===== src/rtl/fp_int_pkg.sv =====
// Shared FP16 field layout, state encoding and guard widths for the
// bit-serial FP16 x INT dot-product engine.
package fp_int_pkg;

  localparam int EXP_W       = 5;
  localparam int MAN_W       = 10;
  localparam int SIG_W       = MAN_W + 1;
  localparam int SIGN_POS    = EXP_W + MAN_W;
  localparam int PREC_W      = 4;
  // Extra headroom so a product shifted left by up to 31 never wraps before saturation.
  localparam int SHIFT_GUARD = 32;
  localparam logic [EXP_W-1:0] EXP_NAN_INF = 5'd31;

  typedef enum logic [1:0] {
    S_IDLE  = 2'd0,
    S_LOAD  = 2'd1,
    S_ACCUM = 2'd2,
    S_DONE  = 2'd3
  } state_e;

  function automatic logic [EXP_W-1:0] fp16_exp(input logic [15:0] a);
    return a[SIGN_POS-1 -: EXP_W];
  endfunction

  // Hidden bit is 1 for normals and 0 for subnormals.
  function automatic logic [SIG_W-1:0] fp16_sig(input logic [15:0] a);
    return {(a[SIGN_POS-1 -: EXP_W] != '0), a[MAN_W-1:0]};
  endfunction

endpackage


===== src/rtl/fp_int_lane_term.sv =====
// One dot-product lane: builds sig*W one weight bit per beat, then applies
// the activation sign, aligns to the block exponent and saturates.
module fp_int_lane_term
  import fp_int_pkg::*;
#(
  parameter int ACT_WIDTH = 16,
  parameter int ACC_WIDTH = 32,
  parameter int MAX_PREC  = 8
) (
  input  logic                 i_clk,
  input  logic                 i_rst_n,
  input  logic                 i_beat_en,
  input  logic                 i_first,
  input  logic                 i_neg,
  input  logic [PREC_W-1:0]    i_bit_idx,
  input  logic [ACT_WIDTH-1:0] i_act,
  input  logic                 i_w,
  input  logic [EXP_W-1:0]     i_exp_b,
  output logic [ACC_WIDTH-1:0] o_term,
  output logic                 o_sat,
  output logic                 o_nan
);

  localparam int PP_W  = SIG_W + MAX_PREC + 1;
  localparam int EXT_W = PP_W + SHIFT_GUARD;

  logic [ACT_WIDTH-1:0]     r_act;
  logic signed [PP_W-1:0]   r_pp;
  logic [SIG_W-1:0]         w_sig_now;
  logic signed [PP_W-1:0]   w_base;
  logic signed [PP_W-1:0]   w_add;
  logic [EXP_W-1:0]         w_exp;
  logic [EXP_W-1:0]         w_ee;
  logic signed [PP_W-1:0]   w_prod;
  logic signed [EXT_W-1:0]  w_ext;
  logic signed [EXT_W-1:0]  w_shifted;
  logic [EXT_W-ACC_WIDTH:0] w_hi;

  // Beat 0 uses the activation on the bus since it is only captured at that edge.
  always_comb begin
    w_sig_now = i_first ? fp16_sig(i_act) : fp16_sig(r_act);
    w_base    = i_first ? '0 : r_pp;
    w_add     = {{(PP_W-SIG_W){1'b0}}, w_sig_now} << i_bit_idx;
  end

  always_ff @(posedge i_clk or negedge i_rst_n) begin
    if (!i_rst_n) begin
      r_act <= '0;
      r_pp  <= '0;
    end else if (i_beat_en) begin
      if (i_first) begin
        r_act <= i_act;
      end
      if (i_w) begin
        r_pp <= i_neg ? (w_base - w_add) : (w_base + w_add);
      end else begin
        r_pp <= w_base;
      end
    end
  end

  always_comb begin
    w_exp  = fp16_exp(r_act);
    w_ee   = (w_exp == '0) ? EXP_W'(1) : w_exp;
    w_prod = r_act[SIGN_POS] ? -r_pp : r_pp;
    w_ext  = {{SHIFT_GUARD{w_prod[PP_W-1]}}, w_prod};
    if (w_ee > i_exp_b) begin
      w_shifted = w_ext <<< (w_ee - i_exp_b);
    end else begin
      w_shifted = w_ext >>> (i_exp_b - w_ee);
    end
    w_hi   = w_shifted[EXT_W-1:ACC_WIDTH-1];
    o_nan  = (w_exp == EXP_NAN_INF);
    o_sat  = 1'b0;
    o_term = w_shifted[ACC_WIDTH-1:0];
    if (o_nan) begin
      o_term = '0;
    end else if (!((&w_hi) || !(|w_hi))) begin
      o_sat  = 1'b1;
      o_term = w_shifted[EXT_W-1] ? {1'b1, {(ACC_WIDTH-1){1'b0}}}
                                  : {1'b0, {(ACC_WIDTH-1){1'b1}}};
    end
  end

endmodule


===== src/rtl/fp_int_dot_serial.sv =====
// LANES-wide FP16 x bit-serial integer dot product accumulated over a run-time
// number of vectors into a saturating fixed-point accumulator.
module fp_int_dot_serial
  import fp_int_pkg::*;
#(
  parameter int LANES     = 4,
  parameter int ACT_WIDTH = 16,
  parameter int ACC_WIDTH = 32,
  parameter int MAX_PREC  = 8,
  parameter int LEN_WIDTH = 8
) (
  input  logic                       clk,
  input  logic                       rst,
  input  logic                       start,
  input  logic [PREC_W-1:0]          precision,
  input  logic                       w_signed,
  input  logic [LEN_WIDTH-1:0]       len,
  input  logic [EXP_W-1:0]           exp_set,
  input  logic [ACC_WIDTH-1:0]       acc_init,
  input  logic                       in_valid,
  output logic                       in_ready,
  input  logic [LANES*ACT_WIDTH-1:0] act,
  input  logic [LANES-1:0]           w,
  output logic                       out_valid,
  input  logic                       out_ready,
  output logic [EXP_W-1:0]           exp_out,
  output logic [ACC_WIDTH-1:0]       acc_out,
  output logic                       ovf,
  output logic                       nan_inf,
  output logic                       valid_fwd,
  output logic [LANES*ACT_WIDTH-1:0] act_fwd,
  output logic [LANES-1:0]           w_fwd,
  output state_e                     dbg_state
);

  localparam int SUM_W = ACC_WIDTH + $clog2(LANES + 1) + 1;
  localparam int GUARD = SUM_W - ACC_WIDTH;
  localparam logic [PREC_W-1:0] MAX_P = PREC_W'(MAX_PREC);

  state_e                 r_state;
  state_e                 w_next;
  logic [PREC_W-1:0]      r_prec;
  logic                   r_wsigned;
  logic [LEN_WIDTH-1:0]   r_len;
  logic [EXP_W-1:0]       r_exp;
  logic [ACC_WIDTH-1:0]   r_acc;
  logic                   r_ovf;
  logic                   r_nan;
  logic [PREC_W-1:0]      r_beat;
  logic [LEN_WIDTH-1:0]   r_vcnt;

  logic [PREC_W-1:0]      w_prec_eff;
  logic                   w_accept;
  logic                   w_first;
  logic                   w_last;
  logic                   w_neg;
  logic [LEN_WIDTH-1:0]   w_vcnt_next;
  logic [ACC_WIDTH-1:0]   w_term [LANES];
  logic [LANES-1:0]       w_sat;
  logic [LANES-1:0]       w_nan;
  logic [SUM_W-1:0]       w_sum;
  logic [GUARD:0]         w_hi;
  logic                   w_clamp;
  logic [ACC_WIDTH-1:0]   w_acc_next;

  // Handshake: a beat (act, w) transfers on a clock edge where in_valid && in_ready;
  // the result transfers on an edge where out_valid && out_ready, and is held until then.
  always_comb begin
    w_accept    = in_valid && in_ready;
    w_first     = (r_beat == '0);
    w_last      = (r_beat == (r_prec - PREC_W'(1)));
    w_neg       = w_last && r_wsigned;
    w_vcnt_next = r_vcnt + LEN_WIDTH'(1);
    if (precision == '0) begin
      w_prec_eff = PREC_W'(1);
    end else if (precision > MAX_P) begin
      w_prec_eff = MAX_P;
    end else begin
      w_prec_eff = precision;
    end
  end

  always_ff @(posedge clk or negedge rst) begin
    if (!rst) begin
      r_state <= S_IDLE;
    end else begin
      r_state <= w_next;
    end
  end

  always_comb begin
    w_next = r_state;
    unique case (r_state)
      S_IDLE:  if (start) w_next = (len == '0) ? S_DONE : S_LOAD;
      S_LOAD:  if (w_accept && w_last) w_next = S_ACCUM;
      S_ACCUM: w_next = (w_vcnt_next == r_len) ? S_DONE : S_LOAD;
      S_DONE:  if (out_ready) w_next = S_IDLE;
      default: w_next = S_IDLE;
    endcase
  end

  always_comb begin
    in_ready  = (r_state == S_LOAD);
    out_valid = (r_state == S_DONE);
  end

  for (genvar g = 0; g < LANES; g++) begin : g_lane
    fp_int_lane_term #(
      .ACT_WIDTH (ACT_WIDTH),
      .ACC_WIDTH (ACC_WIDTH),
      .MAX_PREC  (MAX_PREC)
    ) u_lane (
      .i_clk     (clk),
      .i_rst_n   (rst),
      .i_beat_en (w_accept),
      .i_first   (w_first),
      .i_neg     (w_neg),
      .i_bit_idx (r_beat),
      .i_act     (act[g*ACT_WIDTH +: ACT_WIDTH]),
      .i_w       (w[g]),
      .i_exp_b   (r_exp),
      .o_term    (w_term[g]),
      .o_sat     (w_sat[g]),
      .o_nan     (w_nan[g])
    );
  end

  // Sum is wide enough that LANES saturated terms plus acc cannot wrap.
  always_comb begin
    w_sum = {{GUARD{r_acc[ACC_WIDTH-1]}}, r_acc};
    for (int i = 0; i < LANES; i++) begin
      w_sum = w_sum + {{GUARD{w_term[i][ACC_WIDTH-1]}}, w_term[i]};
    end
    w_hi    = w_sum[SUM_W-1:ACC_WIDTH-1];
    w_clamp = !((&w_hi) || !(|w_hi));
    if (!w_clamp) begin
      w_acc_next = w_sum[ACC_WIDTH-1:0];
    end else if (w_sum[SUM_W-1]) begin
      w_acc_next = {1'b1, {(ACC_WIDTH-1){1'b0}}};
    end else begin
      w_acc_next = {1'b0, {(ACC_WIDTH-1){1'b1}}};
    end
  end

  always_ff @(posedge clk or negedge rst) begin
    if (!rst) begin
      r_prec    <= '0;
      r_wsigned <= 1'b0;
      r_len     <= '0;
      r_exp     <= '0;
      r_acc     <= '0;
      r_ovf     <= 1'b0;
      r_nan     <= 1'b0;
      r_beat    <= '0;
      r_vcnt    <= '0;
    end else begin
      unique case (r_state)
        S_IDLE: begin
          if (start) begin
            r_prec    <= w_prec_eff;
            r_wsigned <= w_signed;
            r_len     <= len;
            r_exp     <= exp_set;
            r_acc     <= acc_init;
            r_ovf     <= 1'b0;
            r_nan     <= 1'b0;
            r_beat    <= '0;
            r_vcnt    <= '0;
          end
        end
        S_LOAD: begin
          if (w_accept) begin
            r_beat <= w_last ? '0 : (r_beat + PREC_W'(1));
          end
        end
        S_ACCUM: begin
          r_acc  <= w_acc_next;
          r_ovf  <= r_ovf | w_clamp | (|w_sat);
          r_nan  <= r_nan | (|w_nan);
          r_vcnt <= w_vcnt_next;
        end
        default: ;
      endcase
    end
  end

  always_ff @(posedge clk or negedge rst) begin
    if (!rst) begin
      valid_fwd <= 1'b0;
      act_fwd   <= '0;
      w_fwd     <= '0;
    end else begin
      valid_fwd <= w_accept;
      if (w_accept) begin
        act_fwd <= act;
        w_fwd   <= w;
      end
    end
  end

  assign acc_out   = r_acc;
  assign exp_out   = r_exp;
  assign ovf       = r_ovf;
  assign nan_inf   = r_nan;
  assign dbg_state = r_state;

endmodule


===== config.mk =====
export PLATFORM = sky130hd
export DESIGN_NAME = fp_int_dot_serial
export DESIGN_NICKNAME = d
export VERILOG_FILES = /design/src/rtl/fp_int_pkg.sv /design/src/rtl/fp_int_lane_term.sv /design/src/rtl/fp_int_dot_serial.sv
export SDC_FILE = /design/constraint.sdc
export NUM_CORES = 2
export LEC_CHECK = 0
export BUFFER_PORTS_ARGS = -buffer_cell sky130_fd_sc_hd__buf_2
export CORE_MARGIN = 3
export CORE_UTILIZATION = 45
export CTS_CLUSTER_SIZE = 16
export DETAILED_ROUTE_END_ITERATION = 6
export GPL_TIMING_DRIVEN = 0
export HOLD_SLACK_MARGIN = 0.1
export PLACE_DENSITY_LB_ADDON = 0.3
export SYNTH_ARGS = -nofsm -noshare
export SYNTH_HDL_FRONTEND = slang
export SYNTH_SLANG_ARGS = --single-unit

===== constraint.sdc =====
create_clock -name clk -period 29.7 [get_ports clk]
set_clock_uncertainty 0.1 [all_clocks]
set_input_delay 7.425 -clock clk [delete_from_list [all_inputs] [get_ports clk]]
set_output_delay 7.425 -clock clk [all_outputs]
set_load 0.01 [all_outputs]

After elaboration in Yosys (flattened, before gate mapping)

Index checks and enable logic that the tools add are counted.
Widths: inputs -> output; s select.

Shift-type cells: 12
$lt $le $gt $ge: 5
Reduce and logical (&&, ||, !) cells: 49
Equality and inequality tests: 13
Bitwise gates (word level): 3
Add/subtract/negate cells: 27
Muxes and demuxes: 69

Operator list:

| cell               | count |
|---|---|
| $mux 32            | 15 |
| $mux 20            | 16 |
| $mux 52            | 4 |
| $sshl 20x5->52     | 4 |
| $sshr 20x5->52     | 4 |
| $reduce_and 21->1  | 4 |
| $reduce_or 21->1   | 4 |
| $add 20x20->20     | 4 |
| $neg 20->20        | 4 |
| $shl 11x4->20      | 4 |
| $sub 20x20->20     | 4 |
| $pmux 32 s2        | 1 |
| $mux 11            | 4 |
| $reduce_bool 5->1  | 8 |
| $sub 5x5->5        | 8 |
| $add 35x32->36     | 1 |
| $add 34x32->35     | 1 |
| $add 33x32->34     | 1 |
| $add 32x32->33     | 1 |
| $eq 5x5->1 const B | 4 |
| $gt 5x5->1         | 4 |
| $logic_not 5->1    | 4 |
| $mux 4             | 5 |
| $mux 5             | 4 |
| 30 further kinds   | 65 |

Output and inout bits: 112
Logic and storage cells: 199
Register bits after elaboration: 279

Longest topological paths before layout

Word-level depth: 21
Mapped depth: 42
Depth with buffers taken out: 38

Modules after synthesis

From an unflattened synthesis, not the netlist that was laid out.

Cells, all modules: 5690
Area, all modules: 43485.5 µm²

By module, submodules not included:

| module                                   | times used | area each (µm²) | cells an instance |
|---|---|---|---|
| fp_int_lane_term at g_lane[2].u_lane ... | 2          | 7960.1          | 1107 |
| fp_int_dot_serial                        | 1          | 10865.4         | 1177 |
| fp_int_lane_term at g_lane[0].u_lane     | 1          | 8804.7          | 1223 |
| fp_int_lane_term at g_lane[1].u_lane     | 1          | 7895.1          | 1076 |

Least setup slack after synthesis

No wires, ideal clock.

Path type: in2reg
Start point: input act[10]
End point: register g_lane[0].u_lane.r_pp[19]
Library setup time: 0.123 ns
Data arrival time: 11.850 ns
Cell stages on the path: 19
Data required time: 29.477 ns
Path slack: 17.627 ns
Cell sequence: or4_1 -> or2_2 -> mux4_2 -> mux4_2 -> a21oi_1 -> nand2_1 -> o31ai_1 -> xnor2_1 -> ha_1 -> a21o_1 -> a21o_1 -> a21o_1 -> a31oi_1 -> o21ai_0 -> a21o_1 -> a21oi_1 -> xnor2_1 -> nor2_1 -> xnor2_1

Word-level cells in the longest chain between the ends: 6
Elaborated cells between the ends (all ways): 7
Those cells by class: 2 x add/sub; 1 x shift; 3 x mux; 1 x reduce/logical

RTL lines:

| item                                                    | line                    | RTL |
|---|---|---|
| from (decl)                                             | fp_int_dot_serial.sv:22 | `input logic [LANES*ACT_WIDTH-1:0] act,` |
| $reduce_bool 5->1 (*)                                   | fp_int_pkg.sv:27        | `return {(a[SIGN_POS-1 -: EXP_W] != '0), a[MAN_W-1:0]};` |
| $mux 11 (*)                                             | fp_int_lane_term.sv:41  | `w_sig_now = i_first ? fp16_sig(i_act) : fp16_sig(r_act);` |
| $shl 11x4->20 (*)                                       | fp_int_lane_term.sv:43  | `w_add = {{(PP_W-SIG_W){1'b0}}, w_sig_now} << i_bit_idx;` |
| $add 20x20->20 / $sub 20x20->20 (equally long branches) | fp_int_lane_term.sv:55  | `r_pp <= i_neg ? (w_base - w_add) : (w_base + w_add);` |
| $mux 20 (*)                                             | fp_int_lane_term.sv:55  |  |
| $mux 20 (*)                                             | fp_int_lane_term.sv:54  | `if (i_w) begin` |
| to (signal assigned)                                    | fp_int_lane_term.sv:55  |  |
| to (signal assigned)                                    | fp_int_lane_term.sv:57  | `r_pp <= w_base;` |
| to (decl)                                               | fp_int_lane_term.sv:28  | `logic signed [PP_W-1:0] r_pp;` |

Mark *: on every way between the ends. The rest lies on a longest branch, timed or not.
A chain may end at the register's enable or synchronous reset.

Worst setup path after layout

Start point: register r_exp[1], in the netlist exp_out[1]
End point: register r_acc[7], in the netlist acc_out[7]

Word-level cells in the longest chain between the ends: 17
Elaborated cells between the ends (all ways): 63
Those cells by class: 12 x add/sub; 4 x order compare; 8 x shift; 19 x mux; 20 x reduce/logical

RTL lines:

| item                                                    | line                                           | RTL |
|---|---|---|
| from (decl)                                             | fp_int_dot_serial.sv:45                        | `logic [EXP_W-1:0] r_exp;` |
| from (signal assigned)                                  | fp_int_dot_serial.sv:163                       | `r_exp <= exp_set;` |
| $sub 5x5->5 (on tied branches)                          | fp_int_lane_term.sv:70, fp_int_lane_term.sv:68 |  |
| $sshr 20x5->52 / $sshl 20x5->52 (equally long branches) | fp_int_lane_term.sv:70, fp_int_lane_term.sv:68 |  |
| $mux 52                                                 | fp_int_lane_term.sv:67                         | `if (w_ee > i_exp_b) begin` |
| $reduce_or 21->1                                        | fp_int_lane_term.sv:78                         | `end else if (!((&w_hi) \|\| !(\|w_hi))) begin` |
| $logic_not 1->1                                         | fp_int_lane_term.sv:78                         |  |
| $logic_or 1x1->1                                        | fp_int_lane_term.sv:78                         |  |
| $mux 32                                                 | fp_int_lane_term.sv:78                         |  |
| $mux 32                                                 | fp_int_lane_term.sv:76                         | `if (o_nan) begin` |
| $add 32x32->33                                          | fp_int_dot_serial.sv:132                       | `w_sum = w_sum + {{GUARD{w_term[i][ACC_WIDTH-1]}}, w_term[i]};` |
| $add 33x32->34                                          | fp_int_dot_serial.sv:132                       |  |
| $add 34x32->35                                          | fp_int_dot_serial.sv:132                       |  |
| $add 35x32->36 (*)                                      | fp_int_dot_serial.sv:132                       |  |
| $reduce_or 5->1                                         | fp_int_dot_serial.sv:135                       | `w_clamp = !((&w_hi) \|\| !(\|w_hi));` |
| $logic_not 1->1                                         | fp_int_dot_serial.sv:135                       |  |
| $logic_or 1x1->1                                        | fp_int_dot_serial.sv:135                       |  |
| $mux 32 (*)                                             | fp_int_dot_serial.sv:136                       | `if (!w_clamp) begin` |
| $pmux 32 s2 (*)                                         | fp_int_dot_serial.sv:157                       | `unique case (r_state)` |
| to (signal assigned)                                    | fp_int_dot_serial.sv:164                       | `r_acc <= acc_init;` |
| to (signal assigned)                                    | fp_int_dot_serial.sv:177                       | `r_acc <= w_acc_next;` |
| to (decl)                                               | fp_int_dot_serial.sv:46                        | `logic [ACC_WIDTH-1:0] r_acc;` |

Marks and branches as above.

==> summary.txt <==
Drt
  • Via density per instance: 6.39
  • Wire per inst: 25.0 µm
  • 1st-iter DRT viols: 5533
  • Routed vias: 46.6k
  • DRC errors left: 0
  • Post-route ant nets: 0
  • Routed wire length: 182000 µm
  • Initial DRT Pass Iterations: 6

Floorplanning
  • Cell Rows: 111
  • Ports: 235
  • Initial Util: 45.6%
  • Chip Width: 311 µm
  • Core region area: 91900 µm²
  • Die Ht: 311 µm
  • Die area: 96800 µm²

Synthesis
  • Post-synth EDFFs: 0
  • Synth area leaders: dfrtp_1 17%, nand2_1 8.6%, fa_1 5.3%
  • Count leader, synth: nand2_1
  • Post-Syn Nets: 6151
  • Ys Warns: 0
  • Synthesized instance count: 5758
  • Top cell type's share of synthesized area: 16.7%
  • Predominant post-synthesis flop cell: dfrtp_1
  • Sequential cell area fraction in the yosys report: 16.7%
  • Most frequent cells after synthesis: 958 x nand2_1, 479 x nor2_1, 411 x o21ai_0
  • Syn Area/Cell: 7.28 µm²
  • Yosys cell types: 108
  • Yosys reg bits: 279
  • Post-Syn Area: 41900 µm²
  • Ys async rst share: 100%
  • Biggest area consumer among synthesized cells: dfrtp_1

Critical path
  • CP Max Fanout: 13
  • Worst R2R Setup Slack: 15.62 ns
  • Slowest cell on the critical path: o211ai_1
  • Most used cell, CP: fa_1
  • RR Endpoint: acc_out[7]$_DFFE_PN0P_
  • Crit path DAT: 14.49 ns
  • Worst setup SP type: register
  • CP peak stage delay: 0.95 ns
  • R2R depth: 33
  • Crit path kind: register to register
  • Worst Path Required: 30.11 ns
  • Reg-to-reg startpoint: exp_out[1]$_DFFE_PN0P_
  • Worst Path Buf+Inv: 5
  • Critical path's top delay family: compound AO/OA/AOI/OAI gates
  • Crit. End Element: register

Finish
  • Fill count: 9351
  • Area delta synth->final: 9.69%
  • Fin cells: 7302
  • Fin nets: 6426
  • Ratio of cells with drive above 1 in the final layout: 9.19%

CTS
  • Root Driver: clkbuf_16
  • CTS Hold Buffers Added: 0
  • CTS sink cnt: 279
  • PostCTS Resize Cnt: 0
  • H-tree lvl count: 2
  • Clk Latency, worst-skew pair: 0.64 ns
  • TritonCTS clock tree: built
  • Worst-path clk slew: 0.06 ns
  • Post CTS Setup Buffer Count: 0
  • CTS Buffer Depth: 3
  • Number of CTS-inserted buffers: 36

Worst hold path
  • Hold Crit Start: act_fwd[62]$_DFFE_PN0P_
  • Hold Path Cell Cnt: 2
  • Worst hold endpoint: act_fwd[62]$_DFFE_PN0P_
  • Worst min path class: register to register

Status
  • Status: complete, but fails checks
  • Failing checks: capacitance limit

GRT
  • Grt ovf: 0
  • Antenna violations before repair: 3
  • First-pass GRT wire length: 272000 µm
  • Total GRT Usage: 36.0%
  • Vias in the first global route: 43.2k
  • Largest net degree at the start of global routing: 115

STA
  • Tcrit/Tclk final: 47.4%
  • Worst-Margin Slew: 1.46 ns
  • Crit path time final: 14.08 ns
  • Max-slew violation count: 0
  • Rel. slew slack: 1.11%
  • Setup tns final: 0 ns
  • Setup violators final: 0
  • Max Freq: 0.0710 GHz
  • Hold Vio Cnt, Final: 0
  • Unrepaired setup endpoints after global routing: false

Placed design
  • Placer Congestion: 1.04
  • Dpl hpwl: 149000 µm
  • Placed cell count: 7238
  • Port bufs: 234

Run
  • Max Cap Viol: 1
## sequential cells by signal (all words and copies together), names as in the netlist
| signal | count |
|---|---|
| valid_fwd | 1 |
| r_prec | 4 |
| nan_inf | 1 |
| r_vcnt | 8 |
| r_len | 8 |
| g_lane.u_lane.r_act | 64 |
| r_beat | 4 |
| acc_out | 32 |
| w_fwd | 4 |
| act_fwd | 64 |
| ovf | 1 |
| dbg_state | 2 |
| g_lane.u_lane.r_pp | 80 |
| exp_out | 5 |
| r_wsigned | 1 |
## routing by layer
metal	vias up	part of all wire, %	routed length, µm	GRT usage [%]
met5	-	0.0038	7	0
li1	21370	-	-	-
met2	2551	44	80200	56.5
met3	404	8.9	16200	6.03
met1	22311	43	77600	49.4
met4	2	4.6	8450	14.5
## metrics by stage
| stage | utilization (%) | hold WS [ns] | setup WS [ns] | cell area (µm²) |
|---|---|---|---|---|
| 2_1_floorplan | - | 0.358 | 17.63 | 41900 |
| 3_3_place_gp | 48.5 | 0.352 | 15.60 | 44600 |
| 3_5_place_dp | 48.6 | 0.356 | 15.83 | 44700 |
| 4_1_cts | 50.0 | 0.375 | 15.77 | 46000 |
| 5_1_grt | 50.0 | 0.381 | 15.20 | 46000 |
| 6_report | 50.0 | 0.369 | 15.62 | 46000 |
## worst register-to-register path, delay by kind of cell, from the launching register on
kind / cells / cell delay [ns]
flip-flops: 1 / 0.71
multiplexers: 1 / 0.37
AND/OR/NAND/NOR: 4 / 1.19
XOR/XNOR: 1 / 0.72
AO/OA/AOI/OAI: 16 / 6.09
buffers and inverters: 5 / 1.83
adder cells (fa/ha/maj): 6 / 2.99
## worst max-delay path by stage
stage                                                  endpoint  slack [ns]  depth (start not counted)                   start
after floorplan           g_lane[0].u_lane.r_pp[19]$_DFFE_PN0P_       17.63                         19                 act[10]
after global placement    g_lane[3].u_lane.r_pp[10]$_DFFE_PN0P_       15.60                          1                     rst
after detailed placement                 acc_out[7]$_DFFE_PN0P_       15.83                         33  exp_out[1]$_DFFE_PN0P_
after CTS                                acc_out[7]$_DFFE_PN0P_       15.77                         33  exp_out[1]$_DFFE_PN0P_
after global routing                     acc_out[7]$_DFFE_PN0P_       15.20                         33  exp_out[1]$_DFFE_PN0P_
final                                    acc_out[7]$_DFFE_PN0P_       15.62                         33  exp_out[1]$_DFFE_PN0P_
## cells in the final DEF, fill, tap and decap left out, types with 77 or more instances in the layout
| cell | n |
|---|---|
| a211oi_1 | 97 |
| a21oi_1 | 395 |
| a31oi_1 | 97 |
| and2_1 | 94 |
| buf_2 | 257 |
| clkbuf_1 | 333 |
| dfrtp_1 | 279 |
| fa_1 | 110 |
| ha_1 | 160 |
| inv_1 | 307 |
| mux2i_1 | 160 |
| mux4_2 | 77 |
| nand2_1 | 958 |
| nand3_1 | 123 |
| nor2_1 | 478 |
| nor3_1 | 139 |
| o21ai_0 | 411 |
| xnor2_1 | 150 |
| xor2_1 | 112 |
## final cells by class
type	count	area, µm²	area share, %
clock inverters	14	193	0.419
flip-flops and latches	279	6980	15.2
clock buffers	49	1050	2.29
plain buffers	415	1740	3.79
diodes	1	2.50	0.00544
inverters	313	1170	2.56
multi-input cells	4751	32000	69.7
well taps	1243	1560	3.38
repair buffers	237	1240	2.71
## cells by family after synthesis
group,synth area share (%)
DFF,16.7
buffers and inverters,6.96
adders and majority gates,10.0
and+or+nand+nor,24.6
muxes,9.06
xor gates and xnor gates,5.52
AOI/OAI and AO/OA,27.1
Power is left out: the tool's default activity adds up to more than one toggle a clock period on the data nets, which glitch-free logic cannot reach.
